### config.mk
export PLATFORM = sky130hd
export DESIGN_NAME = alu_iterative_flat
export DESIGN_NICKNAME = d
export VERILOG_FILES = /design/src/rtl/alu_pkg.sv /design/src/rtl/alu_iterative_if.sv /design/src/rtl/alu_slice.sv /design/src/rtl/alu_iterative.sv /design/src/flat_wrapper.sv
export SDC_FILE = /design/constraint.sdc
export NUM_CORES = 1
export LEC_CHECK = 0
export ABC_AREA = 1
export BUFFER_PORTS_ARGS = -buffer_cell sky130_fd_sc_hd__buf_2
export CAP_MARGIN = 0
export CORE_UTILIZATION = 55
export DETAILED_ROUTE_END_ITERATION = 10
export GPL_ROUTABILITY_DRIVEN = 0
export PLACE_DENSITY = 0.78
export REMOVE_ABC_BUFFERS = 1
export SYNTH_ARGS = -nofsm -noshare
export SYNTH_HDL_FRONTEND = slang
export SYNTH_SLANG_ARGS = --single-unit
### constraint.sdc
create_clock -name clk -period 8.62 [get_ports clk]
set_clock_uncertainty 0.15 [all_clocks]
set_input_delay 1.724 -clock clk [delete_from_list [all_inputs] [get_ports clk]]
set_output_delay 1.724 -clock clk [all_outputs]
set_load 0.005 [all_outputs]
### src/rtl/alu_pkg.sv
// Opcodes, FSM encoding and flag bundle shared by the iterative ALU and its slice.
package alu_pkg;

  typedef enum logic [2:0] {
    OP_AND = 3'b000,
    OP_OR  = 3'b001,
    OP_ADD = 3'b010,
    OP_NOR = 3'b100,
    OP_SUB = 3'b110,
    OP_SLT = 3'b111
  } op_e;

  typedef enum logic [1:0] {
    ST_IDLE = 2'd0,
    ST_RUN  = 2'd1,
    ST_DONE = 2'd2
  } state_e;

  typedef struct packed {
    logic cout;
    logic overflow;
    logic zero;
  } flags_t;

  // SUB and SLT run the adder as A + ~B + 1.
  function automatic logic op_binv(input logic [2:0] op);
    return (op == OP_SUB) || (op == OP_SLT);
  endfunction

  function automatic logic op_arith(input logic [2:0] op);
    return (op == OP_ADD) || op_binv(op);
  endfunction

endpackage

### src/rtl/alu_iterative_if.sv
// Request/response bundle of the iterative ALU; master issues operations, slave computes them.
interface alu_iterative_if #(
  parameter int WIDTH = 32
);
  logic             in_valid;
  logic             in_ready;
  logic [2:0]       op;
  logic [WIDTH-1:0] a_in;
  logic [WIDTH-1:0] b_in;
  logic             out_valid;
  logic             out_ready;
  logic [WIDTH-1:0] result;
  logic             cout;
  logic             overflow;
  logic             zero;

  modport master (
    output in_valid, op, a_in, b_in, out_ready,
    input  in_ready, out_valid, result, cout, overflow, zero
  );

  modport slave (
    input  in_valid, op, a_in, b_in, out_ready,
    output in_ready, out_valid, result, cout, overflow, zero
  );
endinterface

### src/rtl/alu_slice.sv
// Combinational SLICE-bit ALU slice, zero latency, no flow control.
// Exposes the carry into its top bit so the caller can derive signed overflow.
module alu_slice
  import alu_pkg::*;
#(
  parameter int SLICE = 8
) (
  input  logic [SLICE-1:0] a,
  input  logic [SLICE-1:0] b,
  input  logic             cin,
  input  logic             binv,
  input  logic [2:0]       op,
  output logic [SLICE-1:0] y,
  output logic             cout,
  output logic             c_msb
);

  logic [SLICE-1:0] bb;
  logic [SLICE-1:0] low;
  logic [SLICE-1:0] sum;

  // Low bits are added separately so the carry into the top bit is visible.
  always_comb begin
    bb    = binv ? ~b : b;
    low   = {1'b0, a[SLICE-2:0]} + {1'b0, bb[SLICE-2:0]} + {{(SLICE-1){1'b0}}, cin};
    c_msb = low[SLICE-1];
    sum   = {a[SLICE-1] ^ bb[SLICE-1] ^ c_msb, low[SLICE-2:0]};
    cout  = (a[SLICE-1] & bb[SLICE-1]) | (c_msb & (a[SLICE-1] ^ bb[SLICE-1]));
  end

  always_comb begin
    y = '0;
    case (op)
      OP_AND:                 y = a & b;
      OP_OR:                  y = a | b;
      OP_NOR:                 y = ~(a | b);
      OP_ADD, OP_SUB, OP_SLT: y = sum;
      default:                y = '0;
    endcase
  end

endmodule

### src/rtl/alu_iterative.sv
// Iterative ALU: one SLICE-bit slice per cycle, result valid N+1 cycles after accept.
// Single operation in flight; result held in DONE until out_ready, in_ready only in IDLE.
module alu_iterative
  import alu_pkg::*;
#(
  parameter int WIDTH = 32,
  parameter int SLICE = 8
) (
  input logic            clk,
  input logic            rst_n,
  alu_iterative_if.slave bus
);

  localparam int N  = WIDTH / SLICE;
  localparam int CW = (N > 1) ? $clog2(N) : 1;

  state_e                 state_q;
  state_e                 state_d;
  logic [2:0]             op_q;
  logic [WIDTH-1:0]       a_q;
  logic [WIDTH-1:0]       b_q;
  logic [WIDTH-1:0]       acc_q;
  logic [WIDTH-1:0]       result_q;
  logic [CW-1:0]          cnt_q;
  logic                   carry_q;
  logic                   c_msb_q;
  logic                   res_vld_q;
  flags_t                 flags_q;

  logic                   accept;
  logic                   slice_en;
  logic                   finish;
  logic                   release_res;
  logic                   last_slice;
  logic                   binv;
  logic [SLICE-1:0]       s_y;
  logic                   s_cout;
  logic                   s_cmsb;
  logic [WIDTH+SLICE-1:0] acc_shift;
  logic [WIDTH-1:0]       fin_result;
  flags_t                 fin_flags;

  assign binv       = op_binv(op_q);
  assign last_slice = (cnt_q == CW'(N - 1));
  assign accept     = bus.in_valid && bus.in_ready;
  assign acc_shift  = {s_y, acc_q};

  // Operands shift down so the active slice is always the low SLICE bits.
  alu_slice #(.SLICE(SLICE)) u_slice (
    .a     (a_q[SLICE-1:0]),
    .b     (b_q[SLICE-1:0]),
    .cin   (carry_q),
    .binv  (binv),
    .op    (op_q),
    .y     (s_y),
    .cout  (s_cout),
    .c_msb (s_cmsb)
  );

  always_ff @(posedge clk or negedge rst_n) begin
    if (!rst_n) state_q <= ST_IDLE;
    else        state_q <= state_d;
  end

  always_comb begin
    state_d = state_q;
    unique case (state_q)
      ST_IDLE: if (bus.in_valid) state_d = ST_RUN;
      ST_RUN:  if (last_slice) state_d = ST_DONE;
      ST_DONE: if (res_vld_q && bus.out_ready) state_d = ST_IDLE;
      default: state_d = ST_IDLE;
    endcase
  end

  // The first DONE cycle folds the last carries into flags; that is the +1 of the latency.
  always_comb begin
    bus.in_ready = 1'b0;
    slice_en     = 1'b0;
    finish       = 1'b0;
    release_res  = 1'b0;
    case (state_q)
      ST_IDLE: bus.in_ready = 1'b1;
      ST_RUN:  slice_en = 1'b1;
      ST_DONE: begin
        finish      = !res_vld_q;
        release_res = res_vld_q && bus.out_ready;
      end
      default: ;
    endcase
  end

  always_ff @(posedge clk or negedge rst_n) begin
    if (!rst_n) begin
      op_q    <= '0;
      a_q     <= '0;
      b_q     <= '0;
      acc_q   <= '0;
      cnt_q   <= '0;
      carry_q <= 1'b0;
      c_msb_q <= 1'b0;
    end else if (accept) begin
      op_q    <= bus.op;
      a_q     <= bus.a_in;
      b_q     <= bus.b_in;
      acc_q   <= '0;
      cnt_q   <= '0;
      carry_q <= op_binv(bus.op);
      c_msb_q <= 1'b0;
    end else if (slice_en) begin
      a_q     <= a_q >> SLICE;
      b_q     <= b_q >> SLICE;
      acc_q   <= acc_shift[WIDTH+SLICE-1:SLICE];
      carry_q <= s_cout;
      c_msb_q <= s_cmsb;
      cnt_q   <= cnt_q + CW'(1);
    end
  end

  // SLT is "A-B negative" corrected for overflow, i.e. the true signed compare.
  always_comb begin
    fin_flags.cout     = op_arith(op_q) ? carry_q : 1'b0;
    fin_flags.overflow = op_arith(op_q) ? (c_msb_q ^ carry_q) : 1'b0;
    fin_result         = acc_q;
    if (op_q == OP_SLT) begin
      fin_result = {{(WIDTH-1){1'b0}}, acc_q[WIDTH-1] ^ fin_flags.overflow};
    end
    fin_flags.zero = (fin_result == '0);
  end

  always_ff @(posedge clk or negedge rst_n) begin
    if (!rst_n) begin
      res_vld_q <= 1'b0;
      result_q  <= '0;
      flags_q   <= '0;
    end else if (finish) begin
      res_vld_q <= 1'b1;
      result_q  <= fin_result;
      flags_q   <= fin_flags;
    end else if (release_res) begin
      res_vld_q <= 1'b0;
    end
  end

  assign bus.out_valid = res_vld_q;
  assign bus.result    = result_q;
  assign bus.cout      = flags_q.cout;
  assign bus.overflow  = flags_q.overflow;
  assign bus.zero      = flags_q.zero;

endmodule

### src/flat_wrapper.sv
// flat-port wrapper written by rule: the top's interface ports become plain ports
module alu_iterative_flat import alu_pkg::*;
#(
  parameter int WIDTH = 32,
  parameter int SLICE = 8
)
  (clk, rst_n, bus_in_valid, bus_op, bus_a_in, bus_b_in, bus_out_ready, bus_in_ready, bus_out_valid, bus_result, bus_cout, bus_overflow, bus_zero);
  alu_iterative_if #(.WIDTH(WIDTH)) bus_i ();
  input logic clk;
  input logic rst_n;
  input wire logic [$bits(bus_i.in_valid)-1:0] bus_in_valid;
  input wire logic [$bits(bus_i.op)-1:0] bus_op;
  input wire logic [$bits(bus_i.a_in)-1:0] bus_a_in;
  input wire logic [$bits(bus_i.b_in)-1:0] bus_b_in;
  input wire logic [$bits(bus_i.out_ready)-1:0] bus_out_ready;
  output wire logic [$bits(bus_i.in_ready)-1:0] bus_in_ready;
  output wire logic [$bits(bus_i.out_valid)-1:0] bus_out_valid;
  output wire logic [$bits(bus_i.result)-1:0] bus_result;
  output wire logic [$bits(bus_i.cout)-1:0] bus_cout;
  output wire logic [$bits(bus_i.overflow)-1:0] bus_overflow;
  output wire logic [$bits(bus_i.zero)-1:0] bus_zero;
  assign bus_i.in_valid = bus_in_valid;
  assign bus_i.op = bus_op;
  assign bus_i.a_in = bus_a_in;
  assign bus_i.b_in = bus_b_in;
  assign bus_i.out_ready = bus_out_ready;
  assign bus_in_ready = bus_i.in_ready;
  assign bus_out_valid = bus_i.out_valid;
  assign bus_result = bus_i.result;
  assign bus_cout = bus_i.cout;
  assign bus_overflow = bus_i.overflow;
  assign bus_zero = bus_i.zero;
  alu_iterative #(.WIDTH(WIDTH), .SLICE(SLICE)) u_core (.clk(clk), .rst_n(rst_n), .bus(bus_i));
endmodule
==> flow_metrics.py <==
metrics = {
    "timing": {
        "finalSetupTns_ps": 0,
        "finalSetupViolCount": 0,
        "hold_viol": 0,
        "whs_ps": 323.6,
        "finalCritPeriodShare_pct": 41.17,
        "worstMarginPinSlew_ps": 1069,
        "rsz0062_at_grt": "false",
        "fmax_ghz": 0.2818,
        "fin_crit_ps": 3549,
        "relSlewSlack_pct": 28.64,
        "drv_slew": 0,
    },
    "route": {
        "dr.pass1.iters": 9,
        "drc_errors": 9,
        "postRouteWirelength_mm": 14.73,
        "vias": 5394,
        "routedWlPerCell_um": 15.25,
        "postRouteAntennaNets": 0,
        "first_iter_violations": 499,
        "vias_per_cell": 5.584,
    },
    "worst_setup_path": {
        "arrival_ps": 3710,
        "cpMostUsedCell": "inv_2",
        "rrSetupSlack_ps": 5070,
        "critPathLaunchType": "flop",
        "path_cells": "nor2_4 -> inv_2 -> nand2_4 -> inv_2 -> a32o_1",
        "r2r-end": "u_core.b_q[31]$_DFFE_PN0P_",
        "critPathMaxStageDelay_ps": 730,
        "required_ps": 8780,
        "crit_buf_inv": 2,
        "slowest_stage": "nor2_4",
        "critPathKind": "flop to flop",
        "critPathMaxFanout": 53,
        "endpoint_kind": "flop",
        "r2r-start": "u_core.state_q[1]$_DFFE_PN0P_",
        "ff2ff_path_depth": 5,
        "cp_top_family": "simple AND/OR/NAND/NOR gates",
    },
    "synthesis": {
        "yosysWarnings": 0,
        "synth_top_area_share_pct": 53.24,
        "syn_area_um2": 6628,
        "avgSynthCellArea_um2": 9.231,
        "synth_edf_count": 0,
        "ys_seq_elements": 141,
        "yosys.area.top_type": "dfrtp_1",
        "synth_ff_type": "dfrtp_1",
        "ys_seq_area_share_pct": 53.24,
        "synth.top_cells.by_count": "218 x nand2_1, 141 x dfrtp_1, 67 x inv_1",
        "synthTopCellsByArea": "dfrtp_1 53%, nand2_1 12%, o31ai_2 4.0%",
        "ys_types": 37,
        "syn_inst": 718,
        "synth_most_common_cell": "nand2_1",
        "synthArstFlopShare_pct": 100.0,
    },
    "run_status": {
        "violations": "design-rule violations",
        "status": "finished, violations left",
    },
    "cts": {
        "cts-root-buf": "clkbuf_16",
        "cts_tree": "yes",
        "cts_setup_buffers": 0,
        "clk_pin_slew_ps": 60,
        "insertion_delay_ps": 430,
        "hold_buffers": 0,
        "cts.sinks": 141,
        "htreeDepth": 4,
        "cts-buffers-inserted": 17,
        "clk_path_buf_depth": 2,
        "post_cts_resized": 0,
    },
    "final_layout": {
        "num-fill-cells": 923,
        "area_growth_pct": 17.59,
        "multi_input_area_um2": 2611,
        "drive_gt1_share_pct": 21.87,
        "seq_area_um2": 3528,
        "n_antenna_cell": 0,
        "stdcell_count": 966,
        "nNetsFinal": 891,
    },
    "floorplanning": {
        "io_pins": 108,
        "coreArea_um2": 11560,
        "dieArea_um2": 12490,
        "die_w_um": 111.8,
        "initial_core_util_pct": 57.31,
        "dieHeight_um": 111.8,
        "rows": 39,
    },
    "pwr": {
        "finalPower_mw": 3.231,
        "p_leak_nw": 3.887,
        "powerDensity_nw_per_um2": 414.6,
        "ir_drop_mv": 0.1757,
    },
    "worst_hold_path": {
        "min_to": "u_core.bus.result[2]$_DFFE_PN0P_",
        "hold_start": "u_core.bus.result[2]$_DFFE_PN0P_",
        "worst_hold_path_type": "flop to flop",
        "min_path_cells": 2,
    },
    "grt": {
        "grt_pass1_vias": 5358,
        "track_usage_pct": 25.65,
        "grt-ovfl-total": 0,
        "grt_pass1_wl_mm": 25.27,
        "grt_antenna_before_repair": 0,
        "grt_max_degree": 82,
    },
    "placement": {
        "port_buffers": 107,
        "dp.cells": 934,
        "dp_hpwl_mm": 9.609,
    },
    "run": {
        "drv_cap": 0,
    },
}
## tightest hold or removal path, cell delays in order (launching register included)
cell and delay, ps:
dfrtp_1 340, nand2_1 50, nand2_1 50
## layer usage
layer,up-vias,wire [µm],global-route usage [%]
met5,-,0,0
met4,0,347,12.25
met3,34,777,5.171
met2,191,7203,41.61
met1,2571,6405,33.11
li1,2598,-,-
## how the worst max path moves through the flow
stage	slack, ps	to	cells after the start	from
2_1_floorplan	5630	u_core.a_q[31]$_DFFE_PN0P_	5	u_core.state_q[1]$_DFFE_PN0P_
3_3_place_gp	5030	u_core.carry_q$_DFFE_PN0P_	5	bus_in_valid
3_5_place_dp	5010	u_core.carry_q$_DFFE_PN0P_	5	bus_in_valid
4_1_cts	5060	u_core.b_q[31]$_DFFE_PN0P_	5	u_core.state_q[1]$_DFFE_PN0P_
5_1_grt	4800	u_core.b_q[31]$_DFFE_PN0P_	5	u_core.state_q[1]$_DFFE_PN0P_
6_report	5070	u_core.b_q[31]$_DFFE_PN0P_	5	u_core.state_q[1]$_DFFE_PN0P_
## state kept, by name, summed over array words and instances (netlist names)
name,flops
u_core.bus.out_valid,1
u_core.carry_q,1
u_core.acc_q,32
u_core.bus.overflow,1
u_core.op_q,3
u_core.c_msb_q,1
u_core.a_q,32
u_core.bus.cout,1
u_core.state_q,2
u_core.bus.zero,1
u_core.cnt_q,2
u_core.b_q,32
u_core.bus.result,32
## cells in the final DEF, fill, tap and decap left out, types with 2 or more instances in the layout
cell type / synthesis / final
a32o_1: 3 / 3
clkinv_4: 0 / 2
o31ai_2: 21 / 21
bufinv_16: 0 / 5
nand3b_1: 2 / 2
buf_2: 19 / 106
inv_1: 67 / 67
a22o_1: 14 / 14
nor3_1: 5 / 5
o221ai_1: 13 / 13
nand2_2: 2 / 2
a21oi_1: 6 / 6
xor2_1: 9 / 9
inv_2: 6 / 6
dfrtp_1: 141 / 141
a22oi_1: 3 / 3
buf_4: 4 / 2
o211ai_1: 21 / 21
ha_1: 7 / 7
nand4_1: 4 / 4
o22ai_1: 14 / 14
nand2_1: 218 / 218
clkinvlp_4: 0 / 3
o21ai_0: 45 / 45
nor2_4: 2 / 3
nor2_1: 15 / 15
fa_1: 3 / 3
clkbuf_16: 0 / 17
o21ai_1: 4 / 4
nand3_1: 48 / 48
clkinv_2: 0 / 4
## area by class of cell
cell class / count / area share [%]
Inverter: 73 / 3.516
Timing Repair Buffer: 109 / 7.144
Clock buffer: 17 / 5.458
Tap cell: 143 / 2.296
Clock inverter: 15 / 2.809
Multi-Input combinational cell: 468 / 33.50
Sequential cell: 141 / 45.27
## power by group
part | total (mW) | internal (mW) | switching [mW]
registers | 1.10 | 0.931 | 0.167
clock network | 0.797 | 0.512 | 0.285
logic | 1.34 | 0.469 | 0.867
## through the flow
step / utilization [%] / area (µm²) / setup WS [ps]
finish: 67.39 / 7794 / 5071
global route: 67.39 / 7794 / 4804
CTS: 67.39 / 7794 / 5062
detailed placement: 61.82 / 7149 / 5012
global placement: 61.82 / 7149 / 5031
floorplan: - / 6409 / 5628
## logic make-up after synthesis
| logic type | share of synthesized area, % |
|---|---|
| AO/OA/AOI/OAI | 16.86 |
| buffers and inverters | 7.438 |
| AND/OR/NAND/NOR | 19.05 |
| XOR/XNOR | 1.189 |
| flip-flops | 53.24 |
| adder cells (fa/ha/maj) | 2.228 |
No activity file was read; power rests on OpenSTA's default activity.
